## config.mk

```make
export PLATFORM = sky130hd
export DESIGN_NAME = sprite_compositor
export DESIGN_NICKNAME = d
export VERILOG_FILES = /design/src/rtl/sprite_pkg.sv /design/src/rtl/sprite_locator.sv /design/src/rtl/sprite_compositor.sv
export SDC_FILE = /design/constraint.sdc
export NUM_CORES = 1
export LEC_CHECK = 0
export ABC_AREA = 1
export ABC_CLOCK_PERIOD_IN_PS = 19900
export CORE_UTILIZATION = 60
export CTS_CLUSTER_DIAMETER = 100
export DETAILED_ROUTE_END_ITERATION = 8
export PLACE_DENSITY = 0.86
export SYNTH_ARGS = -nofsm -noshare
export SYNTH_HDL_FRONTEND = slang
export SYNTH_SLANG_ARGS = --single-unit
```

## constraint.sdc

```tcl
create_clock -name clk -period 19.9 [get_ports clk]
set_input_delay 5.97 -clock clk [delete_from_list [all_inputs] [get_ports clk]]
set_output_delay 5.97 -clock clk [all_outputs]
set_load 0.01 [all_outputs]
```

## src/rtl/sprite_pkg.sv

```systemverilog
// Shared widths, colour keys and animation state codes
// for the sprite compositing path.
package sprite_pkg;

  localparam int COORD_W = 10;
  localparam int ADDR_W  = 15;
  localparam int PIXEL_W = 8;
  localparam int STATE_W = 4;

  localparam logic [PIXEL_W-1:0] TRANSPARENT_DEF = 8'hE3;
  localparam logic [PIXEL_W-1:0] BG_COLOR_DEF    = 8'h3B;

  typedef enum logic [STATE_W-1:0] {
    IDLE        = 4'd0,
    WALK        = 4'd1,
    WALKBACK    = 4'd2,
    ATTACKSTART = 4'd3,
    ATTACKEND   = 4'd4,
    ATTACKPULL  = 4'd5
  } anim_state_e;

endpackage

```

## src/rtl/sprite_locator.sv

```systemverilog
// Per-player hit test and sprite ROM address
// for the pixel currently being scanned.
module sprite_locator
  import sprite_pkg::*;
#(
  parameter int SPRITE_W = 150,
  parameter int SPRITE_H = 157
) (
  input  logic [COORD_W-1:0] px_i,
  input  logic [COORD_W-1:0] py_i,
  input  logic [COORD_W-1:0] posx_i,
  input  logic [COORD_W-1:0] posy_i,
  output logic               hit_o,
  output logic [ADDR_W-1:0]  addr_o
);

  localparam logic [COORD_W:0] W_EXT = (COORD_W+1)'(SPRITE_W);
  localparam logic [COORD_W:0] H_EXT = (COORD_W+1)'(SPRITE_H);

  logic [COORD_W:0]   x_ext;
  logic [COORD_W:0]   y_ext;
  logic [COORD_W:0]   bx_ext;
  logic [COORD_W:0]   by_ext;
  logic [COORD_W-1:0] dx;
  logic [COORD_W-1:0] dy;
  logic               hit_x;
  logic               hit_y;

  // One extra bit keeps pos+size from wrapping past the screen edge
  assign x_ext  = {1'b0, px_i};
  assign y_ext  = {1'b0, py_i};
  assign bx_ext = {1'b0, posx_i};
  assign by_ext = {1'b0, posy_i};

  assign hit_x = (x_ext >= bx_ext) && (x_ext < bx_ext + W_EXT);
  assign hit_y = (y_ext >= by_ext) && (y_ext < by_ext + H_EXT);
  assign hit_o = hit_x && hit_y;

  assign dx = px_i - posx_i;
  assign dy = py_i - posy_i;

  assign addr_o = hit_o
    ? ADDR_W'(dy) * ADDR_W'(SPRITE_W) + ADDR_W'(dx)
    : '0;

endmodule

```

## src/rtl/sprite_compositor.sv

```systemverilog
// Two-stage sprite compositor: shadowed positions, ROM fetch,
// priority/transparency merge and per-frame collision flag.
module sprite_compositor
  import sprite_pkg::*;
#(
  parameter int                 NUM_PLAYERS = 2,
  parameter int                 SPRITE_W    = 150,
  parameter int                 SPRITE_H    = 157,
  parameter int                 NUM_STATES  = 6,
  parameter logic [PIXEL_W-1:0] TRANSPARENT = TRANSPARENT_DEF,
  parameter logic [PIXEL_W-1:0] BG_COLOR    = BG_COLOR_DEF,
  localparam int TP_W = (NUM_PLAYERS > 1) ? $clog2(NUM_PLAYERS) : 1
) (
  input  logic                           clk,
  input  logic                           rst,
  input  logic                           frame_start,
  input  logic [COORD_W-1:0]             current_pixel_x,
  input  logic [COORD_W-1:0]             current_pixel_y,
  input  logic [NUM_PLAYERS*COORD_W-1:0] posx,
  input  logic [NUM_PLAYERS*COORD_W-1:0] posy,
  input  logic [NUM_PLAYERS*STATE_W-1:0] currentstate,
  output logic [NUM_PLAYERS*ADDR_W-1:0]  rom_addr,
  output logic [NUM_PLAYERS*STATE_W-1:0] rom_state,
  input  logic [NUM_PLAYERS*PIXEL_W-1:0] rom_q,
  output logic [PIXEL_W-1:0]             data,
  output logic                           visible_flag,
  output logic [TP_W-1:0]                top_player,
  output logic                           collision_frame
);

  localparam int NP = NUM_PLAYERS;

  logic [NP*COORD_W-1:0] posx_q, posx_d;
  logic [NP*COORD_W-1:0] posy_q, posy_d;
  logic [NP*STATE_W-1:0] state_q, state_d;

  logic [NP-1:0] hit;
  logic [NP-1:0] elig;
  logic [NP-1:0] hit_q, hit_d;

  logic [PIXEL_W-1:0] data_q, data_d;
  logic               vis_q, vis_d;
  logic [TP_W-1:0]    top_q, top_d;
  logic               sticky_q, sticky_d;
  logic               coll_q, coll_d;
  logic               seen;
  logic               collide;

  // The next-state shadow doubles as the bypass for the frame_start pixel
  assign posx_d  = frame_start ? posx : posx_q;
  assign posy_d  = frame_start ? posy : posy_q;
  assign state_d = frame_start ? currentstate : state_q;

  assign rom_state = state_d;

  for (genvar i = 0; i < NP; i++) begin : g_loc
    sprite_locator #(
      .SPRITE_W (SPRITE_W),
      .SPRITE_H (SPRITE_H)
    ) u_loc (
      .px_i   (current_pixel_x),
      .py_i   (current_pixel_y),
      .posx_i (posx_d[i*COORD_W +: COORD_W]),
      .posy_i (posy_d[i*COORD_W +: COORD_W]),
      .hit_o  (hit[i]),
      .addr_o (rom_addr[i*ADDR_W +: ADDR_W])
    );

    assign elig[i] =
      int'(state_d[i*STATE_W +: STATE_W]) < NUM_STATES;
  end

  assign hit_d = hit & elig;

  // Highest-index opaque player wins; a second opaque one flags a collision
  always_comb begin
    data_d  = BG_COLOR;
    vis_d   = 1'b0;
    top_d   = '0;
    seen    = 1'b0;
    collide = 1'b0;
    for (int i = 0; i < NP; i++) begin
      if (hit_q[i] &&
          rom_q[i*PIXEL_W +: PIXEL_W] != TRANSPARENT) begin
        collide = collide | seen;
        seen    = 1'b1;
        data_d  = rom_q[i*PIXEL_W +: PIXEL_W];
        vis_d   = 1'b1;
        top_d   = TP_W'(i);
      end
    end
  end

  always_comb begin
    coll_d   = coll_q;
    sticky_d = sticky_q | collide;
    if (frame_start) begin
      coll_d   = sticky_q | collide;
      sticky_d = 1'b0;
    end
  end

  always_ff @(posedge clk) begin
    if (rst) begin
      posx_q   <= '0;
      posy_q   <= '0;
      state_q  <= '0;
      hit_q    <= '0;
      data_q   <= BG_COLOR;
      vis_q    <= 1'b0;
      top_q    <= '0;
      sticky_q <= 1'b0;
      coll_q   <= 1'b0;
    end else begin
      posx_q   <= posx_d;
      posy_q   <= posy_d;
      state_q  <= state_d;
      hit_q    <= hit_d;
      data_q   <= data_d;
      vis_q    <= vis_d;
      top_q    <= top_d;
      sticky_q <= sticky_d;
      coll_q   <= coll_d;
    end
  end

  assign data            = data_q;
  assign visible_flag    = vis_q;
  assign top_player      = top_q;
  assign collision_frame = coll_q;

endmodule

```

Yosys cells after proc, flatten, opt, wreduce, memory -nomap -nowiden
Index checks and enable logic that the tools add are counted.
{"block": "totals", "regBits": 62, "wordCells": 55}
{"block": "op_classes", "add_sub_neg": 10, "n_mul": 2, "order_cmp": 10, "n_eq_ne": 2, "mux": 11, "bitwise": 2, "reduce_logical": 9}
{"cell": "$add 10x8->11 const B", "n": 4}
{"cell": "$lt 10x11->1", "n": 4}
{"cell": "$ge 10x10->1", "n": 4}
{"cell": "$mux 20", "n": 2}
{"cell": "$sub 10x10->10", "n": 4}
{"cell": "$add 15x10->15", "n": 2}
{"cell": "$mux 15", "n": 2}
{"cell": "$mul 10x7->14 const B", "n": 2}
{"cell": "$mux 8", "n": 3}
{"cell": "$ne 8x8->1 const B", "n": 2}
{"cell": "$logic_and 1x1->1", "n": 8}
{"cell": "$lt 4x3->1 const B", "n": 2}
{"cell": "$mux 1", "n": 4}
{"cell": "$and 2x2->2", "n": 1}
{"cell": "$reduce_or 2->1", "n": 1}
{"cell": "$or 1x1->1", "n": 1}

Longest topological paths before layout
Gate-level depths: netlist of run 1.
{"block": "depth", "depth_word": 6, "ltp_mapped": 36, "ltp_nobuf": 35}

Modules after synthesis
From an unflattened synthesis of run 1, not the netlist that was laid out.
{"block": "unflattened", "hier_cells": 1434, "hier_area_um2": 9646.8}
{"mod": "sprite_locator (g_loc[1].u_loc)", "n_inst": 1, "cells_each": 559, "area_per_inst_um2": 3618.5, "seq_area_each_um2": 0.0}
{"mod": "sprite_locator (g_loc[0].u_loc)", "n_inst": 1, "cells_each": 533, "area_per_inst_um2": 3569.7, "seq_area_each_um2": 0.0}
{"mod": "sprite_compositor", "n_inst": 1, "cells_each": 342, "area_per_inst_um2": 2458.6, "seq_area_each_um2": 1241.2}

Worst setup path after synthesis of run 1
OpenSTA, ideal clock, no wires.
{"block": "synth_path", "kind": "input -> output", "start": "input frame_start", "end": "output rom_addr[29]", "t_arrival_ns": 11.212, "path_slack_ns": 2.718, "path_stages": 33, "path_buffers": 1, "path_cell_list": "inv_2 > clkbuf_1 > or2_2 > o21a_1 > ha_1 > inv_1 > fa_1 > a21oi_1 > xnor2_1 > ha_1 > ha_1 > inv_1 > fa_1 > fa_1 > inv_1 > ha_1 > nand2_1 > inv_1 > nand2_1 > nand2_1 > a21oi_1 > xnor2_1 > ha_1 > nand2_1 > nor2_1 > nand3_1 > nand3_1 > nand3_1 > inv_1 > nand2_1 > nand2_1 > nand2_1 > nor2_1"}
{"block": "synth_between", "elab_chain_cells": 6, "word_cells_on_any_way": 16, "cone_classes": "5 x add/sub; 1 x mul; 4 x order compare; 3 x mux; 3 x reduce/logical"}
{"item": "start: declaration", "line_no": "sprite_compositor.sv:16", "rtl": "input logic frame_start,"}
{"item": "$mux 20 (*)", "line_no": "sprite_compositor.sv:51", "rtl": "assign posy_d = frame_start ? posy : posy_q;"}
{"item": "net g_loc[1].u_loc.posy_i[0]", "line_no": "sprite_locator.sv:12", "rtl": "input logic [COORD_W-1:0] posy_i,"}
{"item": "branches (longest 4 deep; another with $add 15x10->15)"}
{"item": "$mux 15 (*)", "line_no": "sprite_locator.sv:43", "rtl": "? ADDR_W'(dy) * ADDR_W'(SPRITE_W) + ADDR_W'(dx)"}
{"item": "end: declaration", "line_no": "sprite_compositor.sv:22", "rtl": "output logic [NUM_PLAYERS*ADDR_W-1:0] rom_addr,"}
Mark *: on every way through the listed nets, which the timed path passes.

Final worst setup path of run 1
{"block": "layout_path", "start": "input frame_start", "end": "output rom_addr[27]"}
{"block": "layout_between", "elab_chain_cells": 6, "word_cells_on_any_way": 16, "cone_classes": "5 x add/sub; 1 x mul; 4 x order compare; 3 x mux; 3 x reduce/logical"}
{"item": "branches (longest 5 deep; another with $add 15x10->15)"}
{"item": "$mux 15 (*)", "line_no": "sprite_locator.sv:43"}
Mark *: on every way between the ends.

==> results of run 1 <==
area by class of cell:
cell class              count  area share, %
clock inverters             7          0.909
diodes                      1         0.0216
inverters                 243           7.89
multi-input cells        1123           64.5
flip-flops and latches     62           10.7
clock buffers               9           1.95
well taps                 216           2.34
repair buffers            136           11.7
logic make-up (layout without fill, tap and decap cells):
kind of cell / after synthesis / in the layout / synth area share (%)
AOI/OAI and AO/OA: 167 / 167 / 9.73
xor gates and xnor gates: 89 / 89 / 7.98
adders and majority gates: 206 / 206 / 28.4
buffers and inverters: 260 / 395 / 10.9
DFF: 62 / 62 / 12.7
muxes: 10 / 10 / 1.14
other: 0 / 1 / 0
and+or+nand+nor: 651 / 651 / 29.1
state kept, by name, indices dropped and copies added (netlist names):
name / cells
sticky_q: 1
state_q: 8
data: 8
collision_frame: 1
hit_q: 2
posx_q: 20
top_player: 1
visible_flag: 1
posy_q: 20
worst reg2reg max path, cell delays in order, from the launching register on:
cell	delay, ns
dfxtp_1	0.29
o21ai_1	0.45
ha_1	0.28
o21ai_0	0.17
xor2_1	0.19
ha_1	0.28
nand2_1	0.09
a21oi_1	0.05
nor2_1	0.11
nand2_1	0.10
nand2_1	0.08
nand2_1	0.06
nand2_1	0.06
nand2_1	0.05
nand2_2	0.10
nand3_4	0.24
nor2_1	0.19
layer usage:
metal	up-vias	part of all wire (%)	track usage, %
met2	242	48	56.6
li1	4867	-	-
met5	-	0	0
met1	4327	43	36.5
met4	0	3.7	14.8
met3	60	4.6	5.41
stage by stage:
stage / instances / setup slack [ns] / cell area (um^2) / hold WS, ns
2_1_floorplan: 1445 / 2.72 / 9760 / 0.448
3_3_place_gp: 1780 / 1.63 / 11200 / 0.457
3_5_place_dp: 1780 / 1.47 / 11200 / 0.470
4_1_cts: 1796 / 1.41 / 11600 / 0.478
5_1_grt: 1796 / 0.763 / 11600 / 0.486
6_report: 1797 / 1.42 / 11600 / 0.480
placed cells by master (no fill, tap or decap), types with 12 or more instances in the layout:
cell type and n:
nor2_1 122, nand3_1 72, fa_1 26, o21ai_0 36, xnor2_1 38, xor2_1 51, nor2_2 13, dfxtp_1 62
inv_1 239, nor2_4 12, a21oi_1 80, ha_1 180, nand2_1 372, clkdlybuf4s50_1 133, nand4_1 16
path summary, 6_finish.rpt:
path                         startpoint               endpoint  slack (ns)  cells past startpoint
setup / recovery            frame_start           rom_addr[27]        1.42                     33
hold / removal    state_q[0]$_SDFF_PP0_  state_q[0]$_SDFF_PP0_        0.48                      2
setup reg to reg  posx_q[11]$_SDFF_PP0_    hit_q[1]$_SDFF_PP0_       17.04                     16
hold reg to reg   state_q[0]$_SDFF_PP0_  state_q[0]$_SDFF_PP0_        0.48                      2
==> flow_metrics.env, run 1 <==
export IMPL_fillers=1320
export IMPL_grt_pass1_wl_um=42200
export IMPL_clk_latency_ns=0.34
export IMPL_hold_violations=0
export IMPL_crit_top_cell="nand2_1"
export IMPL_synthToLayoutAreaGrowth_pct=18.4
export IMPL_finalSetupTns_ns=0
export IMPL_crit_slowest_cell="buf_4"
export IMPL_drc_errors=0
export IMPL_worstPathArrival_ns=12.51
export IMPL_num_io_pins=136
export IMPL_grt_pass1_vias=9426
export IMPL_die_w_um=130
export IMPL_synth_area_per_cell_um2=6.76
export IMPL_slew_viol_final=0
export IMPL_port_buffers=135
export IMPL_multi_input_area_um2=7460
export IMPL_crit_family="adder cells"
export IMPL_wl_per_cell_um=14.4
export IMPL_status="finished, final reports clean"
export IMPL_post_cts_setup_buffers=0
export IMPL_synth_async_reset_ratio_pct=0
export IMPL_synth_top_cells_by_area="ha_1 (23%), nand2_1 (14%), dfxtp_1 (13%), inv_1 (9.2%), fa_1 (5.3%)"
export IMPL_post_synth_top_count_cell="nand2_1"
export IMPL_path_class="primary input to output pin"
export IMPL_endpoint_kind="output pin"
export IMPL_ys_top_cells_by_count="nand2_1 (372), inv_1 (239), ha_1 (180), nor2_1 (122), a21oi_1 (80)"
export IMPL_vias=9496
export IMPL_num_rows=46
export IMPL_clockBufferDepth=2
export IMPL_root_buffer="clkbuf_16"
export IMPL_fin_util_pct=72.8
export IMPL_ys_seq_elements=62
export IMPL_start_kind="primary input"
export IMPL_grt_setup_unrepaired="false"
export IMPL_clk_pin_slew_ns=0.06
export IMPL_synth_distinct_cells=42
export IMPL_crit_fanout=54
export IMPL_yosysTopAreaCell="ha_1"
export IMPL_final_nets=1868
export IMPL_max_stage_delay_ns=0.54
export IMPL_viasPerCell=5.28
export IMPL_cts_tree="yes"
export IMPL_syn_nets=1738
export IMPL_holdBufCountCts=0
export IMPL_die_h_um=130
export IMPL_cts_sinks=62
export IMPL_seq_area_um2=1240
export IMPL_place_congestion=0.935
export IMPL_grt_max_degree=55
export IMPL_first_pass_iters=5
export IMPL_tightest_slew_ns=1.03
export IMPL_postSynthCellCount=1445
export IMPL_period_needed_ns=18.48
export IMPL_yosys_area_top_type_share_pct=23.1
export IMPL_synth_seq_area_share_pct=12.7
export IMPL_wirelength_um=25800
export IMPL_drt_initial_drc_count=585
export IMPL_critPathBufInv=8
export IMPL_maxCapViolCount=0
export IMPL_grt_overflow=0
export IMPL_dp_hpwl_um=20900
export IMPL_core_um2=15900
export IMPL_skew_ns=0.00777
export IMPL_dieArea_um2=16800
export IMPL_yosys_most_used_dff="dfxtp_1"
export IMPL_ant_nets=0
export IMPL_syn_area_um2=9760
export IMPL_final_period_utilization_pct=92.9
export IMPL_max_freq_ghz=0.0541
export IMPL_cts_buffers=9
export IMPL_hp_class="flop to flop"
export IMPL_htree_levels=3
export IMPL_setup_viol=0
export IMPL_cts_resized=0
export IMPL_worstPathRequired_ns=13.93
export IMPL_slew_headroom_pct=31.6
export IMPL_synth_edf_count=0
export IMPL_initial_core_util_pct=61.5
export IMPL_yosys_warnings=0
export IMPL_drive_gt1_share_pct=5.57
export IMPL_grtUsageTotal_pct=31.6
export IMPL_antenna_found_initial=0
Power of run 1 is left out: the tool's default activity adds up to more than one toggle a clock period on the data nets, which glitch-free logic cannot reach.
==> run 2, diff against run 1 <==
--- a/config.mk
+++ b/config.mk
@@ -10,7 +10,8 @@
 export CORE_UTILIZATION = 60
 export CTS_CLUSTER_DIAMETER = 100
 export DETAILED_ROUTE_END_ITERATION = 8
-export PLACE_DENSITY = 0.86
+export PLACE_DENSITY = 0.87
 export SYNTH_ARGS = -nofsm -noshare
 export SYNTH_HDL_FRONTEND = slang
+export SYNTH_HIERARCHICAL = 1
 export SYNTH_SLANG_ARGS = --single-unit
==> flow_metrics.env, run 2 <==
export IMPL_cts_buffers=9
export IMPL_num_antenna_cells=0
export IMPL_clk_pin_slew_ns=0.05
export IMPL_period_needed_ns=18.78
export IMPL_wl_per_cell_um=13.2
export IMPL_final_common_cell="nand2_1"
export IMPL_max_stage_delay_ns=0.53
export IMPL_finalSetupTns_ns=0
export IMPL_drc_errors=0
export IMPL_synth_edf_count=0
export IMPL_crit_path_start="frame_start"
export IMPL_synth_distinct_cells=46
export IMPL_post_cts_setup_buffers=0
export IMPL_worstPathRequired_ns=13.93
export IMPL_syn_nets=1723
export IMPL_yosysTopAreaCell="ha_1"
export IMPL_syn_area_um2=9650
export IMPL_synth_area_per_cell_um2=6.73
export IMPL_synth_seq_area_share_pct=12.9
export IMPL_grt_overflow=0
export IMPL_final_cell_mix="nand2_1 (396), inv_1 (215), ha_1 (176)"
export IMPL_postSynthCellCount=1434
export IMPL_worstPathArrival_ns=12.81
export IMPL_cts_resized=0
export IMPL_post_synth_top_count_cell="nand2_1"
export IMPL_status="finished, final reports clean"
export IMPL_htree_levels=3
export IMPL_yosys_most_used_dff="dfxtp_1"
export IMPL_num_rows=45
export IMPL_ant_nets=0
export IMPL_viasPerCell=5.29
export IMPL_crit_end="rom_addr[14]"
export IMPL_synthToLayoutAreaGrowth_pct=18.4
export IMPL_port_buffers=135
export IMPL_yosys_area_top_type_share_pct=22.8
export IMPL_top_regs="posx_q x20, posy_q x20"
export IMPL_crit_fanout=32
export IMPL_finalHoldWorstSlack_ns=0.459
export IMPL_final_period_utilization_pct=94.4
export IMPL_root_buffer="clkbuf_16"
export IMPL_max_freq_ghz=0.0532
export IMPL_slew_headroom_pct=39.8
export IMPL_final_nets=1850
export IMPL_reg2reg_from="posx_q[11]$_SDFF_PP0_"
export IMPL_yosys_warnings=6
export IMPL_grt_pass1_wl_um=39500
export IMPL_cts_sinks=62
export IMPL_hp_class="flop to flop"
export IMPL_place_congestion=0.948
export IMPL_num_io_pins=136
export IMPL_endpoint_kind="output pin"
export IMPL_drive_gt1_share_pct=6.13
export IMPL_initial_core_util_pct=62.5
export IMPL_die_w_um=129
export IMPL_dp_hpwl_um=19500
export IMPL_crit_top_cell="nand2_1"
export IMPL_grtUsageTotal_pct=29.0
export IMPL_clockBufferDepth=2
export IMPL_skew_ns=0.00400
export IMPL_rr_endpoint="hit_q[1]$_SDFF_PP0_"
export IMPL_rr_worst_depth=19
export IMPL_hold_violations=0
export IMPL_ys_seq_elements=62
export IMPL_antenna_found_initial=0
export IMPL_maxCapViolCount=0
export IMPL_first_pass_iters=5
export IMPL_die_h_um=129
export IMPL_grt_setup_unrepaired="false"
export IMPL_cts_tree="yes"
export IMPL_setup_viol=0
export IMPL_path_class="primary input to output pin"
export IMPL_clk_latency_ns=0.32
export IMPL_drt_initial_drc_count=561
export IMPL_core_um2=15400
export IMPL_slew_viol_final=0
export IMPL_reg2reg_setup_slack_ns=16.92
export IMPL_holdBufCountCts=0
export IMPL_synth_top_cells_by_area="ha_1 (23%), nand2_1 (15%), dfxtp_1 (13%), inv_1 (8.4%), a21oi_1 (6.2%)"
export IMPL_tightest_slew_ns=0.903
export IMPL_crit_slowest_cell="clkdlybuf4s50_1"
export IMPL_grt_max_degree=53
export IMPL_synth_async_reset_ratio_pct=0
export IMPL_ys_top_cells_by_count="nand2_1 (396), inv_1 (215), ha_1 (176), a21oi_1 (120), nor2_1 (88)"
export IMPL_vias=9394
export IMPL_dieArea_um2=16600
export IMPL_grt_pass1_vias=8974
export IMPL_wirelength_um=23400
export IMPL_start_kind="primary input"
## run 2: changes by cell type after synthesis, sizes merged, moves of 10 or more
cell | before | now
xor2 | 51 | 63
nor2 | 147 | 113
mux2i | 10 | 0
o21ai | 49 | 35
nand2 | 386 | 418
inv | 243 | 220
a21oi | 83 | 126
xnor2 | 38 | 28
## run 2: worst min path at each step
stage | to | startpoint | slack, ns | cells after the start
3_3_place_gp | sticky_q$_SDFF_PP0_ | sticky_q$_SDFF_PP0_ | 0.44 | 2
5_1_grt | sticky_q$_SDFF_PP0_ | sticky_q$_SDFF_PP0_ | 0.48 | 2
4_1_cts | sticky_q$_SDFF_PP0_ | sticky_q$_SDFF_PP0_ | 0.46 | 2
2_1_floorplan | sticky_q$_SDFF_PP0_ | sticky_q$_SDFF_PP0_ | 0.43 | 2
3_5_place_dp | sticky_q$_SDFF_PP0_ | sticky_q$_SDFF_PP0_ | 0.45 | 2
6_report | sticky_q$_SDFF_PP0_ | sticky_q$_SDFF_PP0_ | 0.46 | 2
## run 2: metrics by stage
stage	setup slack, ns	instances	utilization, %	cell area (um^2)
final	1.12	1776	74.0	11400
after global routing	0.548	1776	74.0	11400
after CTS	1.11	1776	74.0	11400
after detailed placement	1.12	1761	72.1	11100
after global placement	1.35	1761	72.1	11100
after floorplan	2.49	1434	-	9650
## run 2: cell type report
| cell class | instances | area (um^2) |
|---|---|---|
| Multi-Input combinational cell | 1131 | 7440 |
| Clock inverter | 3 | 45.0 |
| Fill cell | 1278 | 4010 |
| Clock buffer | 12 | 246 |
| Sequential cell | 62 | 1240 |
| Inverter | 220 | 826 |
| Tap cell | 211 | 264 |
| Timing Repair Buffer | 137 | 1360 |
## run 2: worst max-delay path, delay by kind of cell
kind | cells | cell delay, ns
xor+xnor | 2 | 0.51
buf+inv | 8 | 1.68
compound gates | 5 | 0.74
fa+ha+maj | 7 | 2.60
simple gates | 13 | 1.31
## run 2: logic make-up after synthesis
kind of cell / share of synthesized area, %
and+or+nand+nor: 28.9
buffers and inverters: 10.0
adders and majority gates: 28.2
AOI/OAI and AO/OA: 11.7
xor gates and xnor gates: 8.34
DFF: 12.9
## run 2: layer usage
| metal | vias to the layer above | global-route usage [%] | share of wire [%] |
|---|---|---|---|
| met5 | - | 0 | 0 |
| met4 | 0 | 9.20 | 2.4 |
| met3 | 54 | 4.37 | 4.9 |
| met2 | 255 | 51.2 | 47 |
| met1 | 4220 | 36.3 | 45 |
| li1 | 4865 | - | - |
Power of run 2 is left out for the same reason.
